===== src/rtl/pcs_receive.sv =====
// 1000BASE-X PCS receive: 8b/10b decode with running-disparity checking and
// the receive state machine driving registered GMII RXD/RX_DV/RX_ER.
module pcs_receive (
  input  logic       GTX_CLK,
  input  logic       mr_main_reset,
  input  logic [9:0] rx_code_group,
  input  logic       sync_status,
  output logic [7:0] RXD,
  output logic       RX_DV,
  output logic       RX_ER,
  output logic       receiving,
  output logic       rx_even,
  output logic       rx_disp_err
);

  typedef enum logic [2:0] {
    StLinkFailed, StWaitForK, StRxK, StIdleD, StReceive, StTrrExtend
  } state_e;

  state_e     state_q;
  logic       rd_q;  // running disparity, 1 = positive
  logic [7:0] rxd_q;
  logic       rx_dv_q, rx_er_q, rx_even_q, rx_disp_err_q;

  logic [5:0] c6;
  logic [3:0] c4;
  logic [2:0] ones6, ones4;
  logic [4:0] x6;
  logic [2:0] y4;
  logic       v6, k28_6, v4, a7, a7_ok, p7_bad;
  logic       rd_mid, rd_end, d6_ok, d4_ok, disp_ok;
  logic       is_k285, is_k7, is_s, is_t, is_r, is_data, err;
  logic [7:0] octet;

  // Table decode of both sub-blocks plus disparity legality for the current RD
  always_comb begin
    c6     = rx_code_group[9:4];
    c4     = rx_code_group[3:0];
    ones6  = 3'($countones(c6));
    ones4  = 3'($countones(c4));
    x6     = 5'd0;
    v6     = 1'b1;
    k28_6  = 1'b0;
    unique case (c6)
      6'b100111, 6'b011000: x6 = 5'd0;
      6'b011101, 6'b100010: x6 = 5'd1;
      6'b101101, 6'b010010: x6 = 5'd2;
      6'b110001:            x6 = 5'd3;
      6'b110101, 6'b001010: x6 = 5'd4;
      6'b101001:            x6 = 5'd5;
      6'b011001:            x6 = 5'd6;
      6'b111000, 6'b000111: x6 = 5'd7;
      6'b111001, 6'b000110: x6 = 5'd8;
      6'b100101:            x6 = 5'd9;
      6'b010101:            x6 = 5'd10;
      6'b110100:            x6 = 5'd11;
      6'b001101:            x6 = 5'd12;
      6'b101100:            x6 = 5'd13;
      6'b011100:            x6 = 5'd14;
      6'b010111, 6'b101000: x6 = 5'd15;
      6'b011011, 6'b100100: x6 = 5'd16;
      6'b100011:            x6 = 5'd17;
      6'b010011:            x6 = 5'd18;
      6'b110010:            x6 = 5'd19;
      6'b001011:            x6 = 5'd20;
      6'b101010:            x6 = 5'd21;
      6'b011010:            x6 = 5'd22;
      6'b111010, 6'b000101: x6 = 5'd23;
      6'b110011, 6'b001100: x6 = 5'd24;
      6'b100110:            x6 = 5'd25;
      6'b010110:            x6 = 5'd26;
      6'b110110, 6'b001001: x6 = 5'd27;
      6'b001110:            x6 = 5'd28;
      6'b101110, 6'b010001: x6 = 5'd29;
      6'b011110, 6'b100001: x6 = 5'd30;
      6'b101011, 6'b010100: x6 = 5'd31;
      6'b001111, 6'b110000: begin x6 = 5'd28; k28_6 = 1'b1; end
      default:              v6 = 1'b0;
    endcase

    y4 = 3'd0;
    v4 = 1'b1;
    a7 = 1'b0;
    unique case (c4)
      4'b1011, 4'b0100: y4 = 3'd0;
      4'b1001:          y4 = 3'd1;
      4'b0101:          y4 = 3'd2;
      4'b1100, 4'b0011: y4 = 3'd3;
      4'b1101, 4'b0010: y4 = 3'd4;
      4'b1010:          y4 = 3'd5;
      4'b0110:          y4 = 3'd6;
      4'b1110, 4'b0001: y4 = 3'd7;
      4'b0111, 4'b1000: begin y4 = 3'd7; a7 = 1'b1; end
      default:          v4 = 1'b0;
    endcase

    // D.x.7 must use the alternate form exactly where the primary would form a run of five
    a7_ok  = (c4 == 4'b0111 && (x6 inside {5'd17, 5'd18, 5'd20})) ||
             (c4 == 4'b1000 && (x6 inside {5'd11, 5'd13, 5'd14}));
    p7_bad = (c4 == 4'b1110 && (x6 inside {5'd17, 5'd18, 5'd20})) ||
             (c4 == 4'b0001 && (x6 inside {5'd11, 5'd13, 5'd14}));

    // Neutral D7 and x.3 sub-blocks are still tied to one RD polarity
    d6_ok  = (ones6 == 3'd4 && !rd_q) || (ones6 == 3'd2 && rd_q) ||
             (ones6 == 3'd3 && !(c6 == 6'b111000 && rd_q) && !(c6 == 6'b000111 && !rd_q));
    rd_mid = (ones6 == 3'd4) ? 1'b1 : (ones6 == 3'd2) ? 1'b0 : rd_q;
    d4_ok  = (ones4 == 3'd3 && !rd_mid) || (ones4 == 3'd1 && rd_mid) ||
             (ones4 == 3'd2 && !(c4 == 4'b1100 && rd_mid) && !(c4 == 4'b0011 && !rd_mid));
    rd_end = (ones4 == 3'd3) ? 1'b1 : (ones4 == 3'd1) ? 1'b0 : rd_mid;
    disp_ok = d6_ok && d4_ok;

    is_k285 = k28_6 && ((c6 == 6'b001111 && c4 == 4'b1010) ||
                        (c6 == 6'b110000 && c4 == 4'b0101));
    is_k7   = v6 && !k28_6 && a7 && (x6 inside {5'd23, 5'd27, 5'd29, 5'd30});
    is_s    = is_k7 && x6 == 5'd27;
    is_t    = is_k7 && x6 == 5'd29;
    is_r    = is_k7 && x6 == 5'd23;
    is_data = v6 && !k28_6 && v4 && (a7 ? a7_ok : !p7_bad);
    err     = !(is_data || is_k285 || is_k7) || !disp_ok;
    octet   = {y4, x6};
  end

  // Receive state machine with registered GMII outputs and RD tracking
  always_ff @(posedge GTX_CLK or posedge mr_main_reset) begin
    if (mr_main_reset) begin
      state_q       <= StLinkFailed;
      rd_q          <= 1'b0;
      rxd_q         <= 8'h00;
      rx_dv_q       <= 1'b0;
      rx_er_q       <= 1'b0;
      rx_even_q     <= 1'b0;
      rx_disp_err_q <= 1'b0;
    end else begin
      rd_q          <= rd_end;
      rx_even_q     <= is_k285 | ~rx_even_q;
      // A K28.5 of either polarity is a legitimate resync point while hunting for comma
      rx_disp_err_q <= sync_status && state_q != StLinkFailed && err &&
                       !(state_q == StWaitForK && is_k285);
      rxd_q         <= 8'h00;
      rx_dv_q       <= 1'b0;
      rx_er_q       <= 1'b0;
      if (!sync_status) begin
        state_q <= StLinkFailed;
        rx_er_q <= (state_q == StReceive);
      end else begin
        unique case (state_q)
          StLinkFailed: state_q <= StWaitForK;
          StWaitForK:   if (is_k285) state_q <= StRxK;
          StRxK:        state_q <= (is_data && disp_ok) ? StIdleD : StWaitForK;
          StIdleD: begin
            if (is_k285) begin
              state_q <= StRxK;
            end else if (is_s && disp_ok) begin
              state_q <= StReceive;
              rxd_q   <= 8'h55;
              rx_dv_q <= 1'b1;
            end else begin
              state_q <= StWaitForK;
              rxd_q   <= 8'h0E;
              rx_er_q <= 1'b1;
            end
          end
          StReceive: begin
            if (is_k285) begin
              state_q <= StRxK;
              rx_er_q <= 1'b1;
            end else if (is_t && disp_ok) begin
              state_q <= StTrrExtend;
            end else if (is_data && disp_ok) begin
              rxd_q   <= octet;
              rx_dv_q <= 1'b1;
            end else begin
              rx_dv_q <= 1'b1;
              rx_er_q <= 1'b1;
            end
          end
          StTrrExtend: begin
            if (is_r && disp_ok) state_q <= StTrrExtend;
            else if (is_k285)    state_q <= StRxK;
            else                 state_q <= StWaitForK;
          end
          default: state_q <= StLinkFailed;
        endcase
      end
    end
  end

  assign RXD         = rxd_q;
  assign RX_DV       = rx_dv_q;
  assign RX_ER       = rx_er_q;
  assign receiving   = (state_q == StReceive);
  assign rx_even     = rx_even_q;
  assign rx_disp_err = rx_disp_err_q;

endmodule

===== config.mk =====
export PLATFORM = sky130hd
export DESIGN_NAME = pcs_receive
export DESIGN_NICKNAME = d
export VERILOG_FILES = /design/src/rtl/pcs_receive.sv
export SDC_FILE = /design/constraint.sdc
export NUM_CORES = 1
export LEC_CHECK = 0
export ABC_CLOCK_PERIOD_IN_PS = 3610
export CELL_PAD_IN_SITES_DETAIL_PLACEMENT = 0
export CELL_PAD_IN_SITES_GLOBAL_PLACEMENT = 1
export CORE_UTILIZATION = 43
export CTS_CLUSTER_SIZE = 25
export DETAILED_ROUTE_END_ITERATION = 10
export PLACE_DENSITY_LB_ADDON = 0.1
export RECOVER_POWER = 100
export SLEW_MARGIN = 5
export SYNTH_ARGS = -nofsm -noshare
export SYNTH_HDL_FRONTEND = slang
export SYNTH_SLANG_ARGS = --single-unit
export TNS_END_PERCENT = 1

===== constraint.sdc =====
create_clock -name GTX_CLK -period 3.61 [get_ports GTX_CLK]
set_clock_uncertainty 0.2 [all_clocks]
set_input_delay 0.361 -clock GTX_CLK [delete_from_list [all_inputs] [get_ports GTX_CLK]]
set_output_delay 0.361 -clock GTX_CLK [all_outputs]
set_load 0.005 [all_outputs]

==> results.json, run 1 <==
{
  "arrival_ns": 4.14,
  "clock_path_buffers": 2,
  "power_density_nw_per_um2": 240,
  "max-slew-margin-rel": 0.487,
  "top_usage_layer": "met2",
  "die_y_um": 76.4,
  "failed_checks": "setup timing",
  "yosysTopAreaCell": "dfrtp_1",
  "worst_pin_slew_ns": 0.763,
  "nNetsFinal": 399,
  "setup-tns-final_ns": -7.04,
  "combPwrFrac": 0.542,
  "io_pins": 26,
  "grt_usage": 0.244,
  "crit_required_ns": 3.56,
  "yosys.area_share.xor_xnor": 0.00368,
  "postSynthCellCount": 291,
  "leakage_nw": 1.45,
  "status": "finished, violations left",
  "die_area_um2": 5840,
  "n_antenna_cell": 0,
  "synth_area_um2": 2380,
  "hold_violations": 0,
  "timing.final.ws_setup_ns": -0.577,
  "clkPwrFrac": 0.206,
  "groute.layer.met1.usage": 0.350,
  "clk_latency_ns": 0.26,
  "start_util": 0.458,
  "fin_area_um2": 3290,
  "yosysWarnings": 0,
  "fin_crit_sh": 1.16,
  "p_int_uw": 494,
  "synth_edf_count": 0,
  "timing.max_cap.violations": 0,
  "power_frac_seq": 0.251,
  "yosys.area.top_type_share": 0.168,
  "stdcell_count": 440,
  "htree_num_levels": 1,
  "first_pass_iters": 4,
  "synthArstFlopShare": 1.00,
  "cts-buffers-inserted": 3,
  "synth-seq-cells": 16,
  "post-route-min-period_ns": 4.19,
  "synth_ff_type": "dfrtp_1",
  "met2_usage": 0.395,
  "ys_seq_area_frac": 0.168,
  "dpl_cell_area_um2": 3080,
  "wl_per_cell_um": 15.3,
  "synth_mux_area_frac": 0.0478,
  "dr.first_iter.drc_count": 182,
  "root_buffer": "clkbuf_8",
  "cts_tree": "yes",
  "final_max_slew_viol_count": 0,
  "grt_pass1_vias": 2445,
  "antenna_found_initial": 0,
  "dp.cells": 432,
  "setup_viol": 14,
  "drive_above_1_share": 0.316,
  "finalPower_uw": 787,
  "place_hpwl_mm": 5.04,
  "rsz0062_at_grt": "yes",
  "route.detailed.drc": 0,
  "grt_pass1_wl_mm": 11.7,
  "synth.net_count": 319,
  "ys_top_cells_by_count": "nand2_1 (21), inv_1 (17), dfrtp_1 (16), nor2_1 (16), a21oi_1 (15)",
  "num_rows": 26,
  "clock.fmax_mhz": 239,
  "grt_max_degree": 32,
  "synthTopCellsByArea": "dfrtp_1 (17%), ha_1 (5.8%), fa_1 (3.4%)",
  "synth_top_family_by_area": "simple AND/OR/NAND/NOR gates",
  "portBuffers": 25,
  "met3_usage": 0.0311,
  "synthDistinctLibCells": 76,
  "via_per_inst": 5.78,
  "p_sw_frac": 0.372,
  "final_antenna_net_count": 0,
  "place_congestion": 0.849,
  "fillers": 469,
  "holdWs_ns": 0.230,
  "path_max_fanout": 5,
  "cp-start-kind": "primary input",
  "worstSetupPathType": "primary input to flop",
  "peakVddDrop_v": 0.000172,
  "grt_overflow": 0,
  "dp_slack_ns": -1.25,
  "coreArea_um2": 5200,
  "synthAdderAreaFrac": 0.0914,
  "fin_util": 0.631,
  "synth_compound_area_frac": 0.278,
  "p_sw_uw": 293,
  "wl_mm": 6.75,
  "avgSynthCellArea_um2": 8.19,
  "via_count": 2544,
  "cts.sinks": 16,
  "critPathCaptureType": "flop",
  "synth_most_common_cell": "nand2_1",
  "area_delta_synth_final_pct": 37.9,
  "clkTransAtPathRegs_ns": 0.06,
  "synth-simple-area-share": 0.322,
  "dieWidth_um": 76.4,
  "hp-class": "flop to flop"
}
critical path: stages:
cell	delay, ns
buf_6	0.10
fa_1	0.54
inv_2	0.04
fa_1	0.47
inv_1	0.04
ha_2	0.16
fa_1	0.51
or3b_1	0.36
a221o_1	0.41
or3b_4	0.40
a31oi_4	0.25
nand2_4	0.14
o41ai_2	0.35
final cells by class:
class                           instances  area, um2  area share
Timing Repair Buffer                   95        785       0.239
Tap cell                               70       87.6      0.0267
Clock buffer                            4       55.1      0.0168
Multi-Input combinational cell        237       1890       0.575
Inverter                               18       67.6      0.0206
Sequential cell                        16        400       0.122
per-layer routing:
layer,part of all wire,vias up
met3,0.056,10
met5,0,-
met4,0.0082,0
met2,0.46,73
met1,0.48,1190
li1,-,1271
power by group through the flow:
stage                     combinational (mW)  sequential, mW  clock, mW
final                                  0.427           0.198      0.162
after floorplan                        0.235           0.198          0
after CTS                              0.419           0.198      0.164
after global placement                 0.378           0.200          0
after global routing                   0.470           0.198      0.174
after detailed placement               0.385           0.201          0
flip-flops by register name, summed over array words and instances, names as in the netlist:
register,cells
RXD,8
rd_q,1
RX_ER,1
RX_DV,1
state_q,3
rx_disp_err,1
rx_even,1
path summary, 6_finish.rpt:
check | from | end | slack, ns | cells after the start
worst max-delay path | rx_code_group[5] | RXD[0]$_DFF_PP0_ | -0.58 | 13
worst min-delay path | rx_even$_DFF_PP0_ | rx_even$_DFF_PP0_ | 0.23 | 1
worst max register to register | rd_q$_DFF_PP0_ | RXD[0]$_DFF_PP0_ | 0.62 | 8
worst min register to register | rx_even$_DFF_PP0_ | rx_even$_DFF_PP0_ | 0.23 | 1
max in group asynchronous | mr_main_reset | RXD[0]$_DFF_PP0_ | 2.37 | 2
min in group asynchronous | mr_main_reset | state_q[1]$_DFFE_PP0P_ | 0.42 | 2
kinds of logic (layout without fill, tap and decap cells):
kind of cell / after synthesis / count (layout)
buffers and inverters: 39 / 117
xor gates and xnor gates: 1 / 1
DFF: 16 / 16
AOI/OAI and AO/OA: 85 / 85
muxes: 10 / 10
and+or+nand+nor: 125 / 126
adders and majority gates: 15 / 15
layout by cell type, fill, tap and decap left out, types with 4 or more instances in the layout:
cell and n:
a21oi_1 14, nand2b_1 11, nand3b_1 7, dfrtp_1 16, nand3_1 8, clkbuf_8 4
nor2_1 15, inv_1 16, nor3_1 7, o22ai_1 5, buf_4 68, clkdlybuf4s50_1 7
o21ai_0 9, a211oi_1 8, nand2_1 20, ha_1 10, and3_1 7, fa_1 4
nand4_1 4, nor2b_1 9, dlygate4sd3_1 15, a32oi_1 4, o41ai_2 4, mux2i_1 5
timing repair:
| item | CTS | global route |
|---|---|---|
| gates cloned | 1 | 0 |
| hold buffers | 0 | 0 |
| hold endpoints to repair | 0 | 0 |
| setup buffers | 2 | 1 |
| pin swaps | 12 | 13 |
| endpoints found under the setup margin | 14 | 14 |
| resized for setup | 36 | 5 |
Note: power is estimated with default switching activity, not from simulation.
==> run 2, diff against run 1 <==
--- a/config.mk
+++ b/config.mk
@@ -11,6 +11,7 @@
 export CORE_UTILIZATION = 43
 export CTS_CLUSTER_SIZE = 25
 export DETAILED_ROUTE_END_ITERATION = 10
+export HOLD_SLACK_MARGIN = 0.03
 export PLACE_DENSITY_LB_ADDON = 0.1
 export RECOVER_POWER = 100
 export SLEW_MARGIN = 5
==> results of run 2 <==
The final DEF is identical to that of run 1; final timing and power are the same.
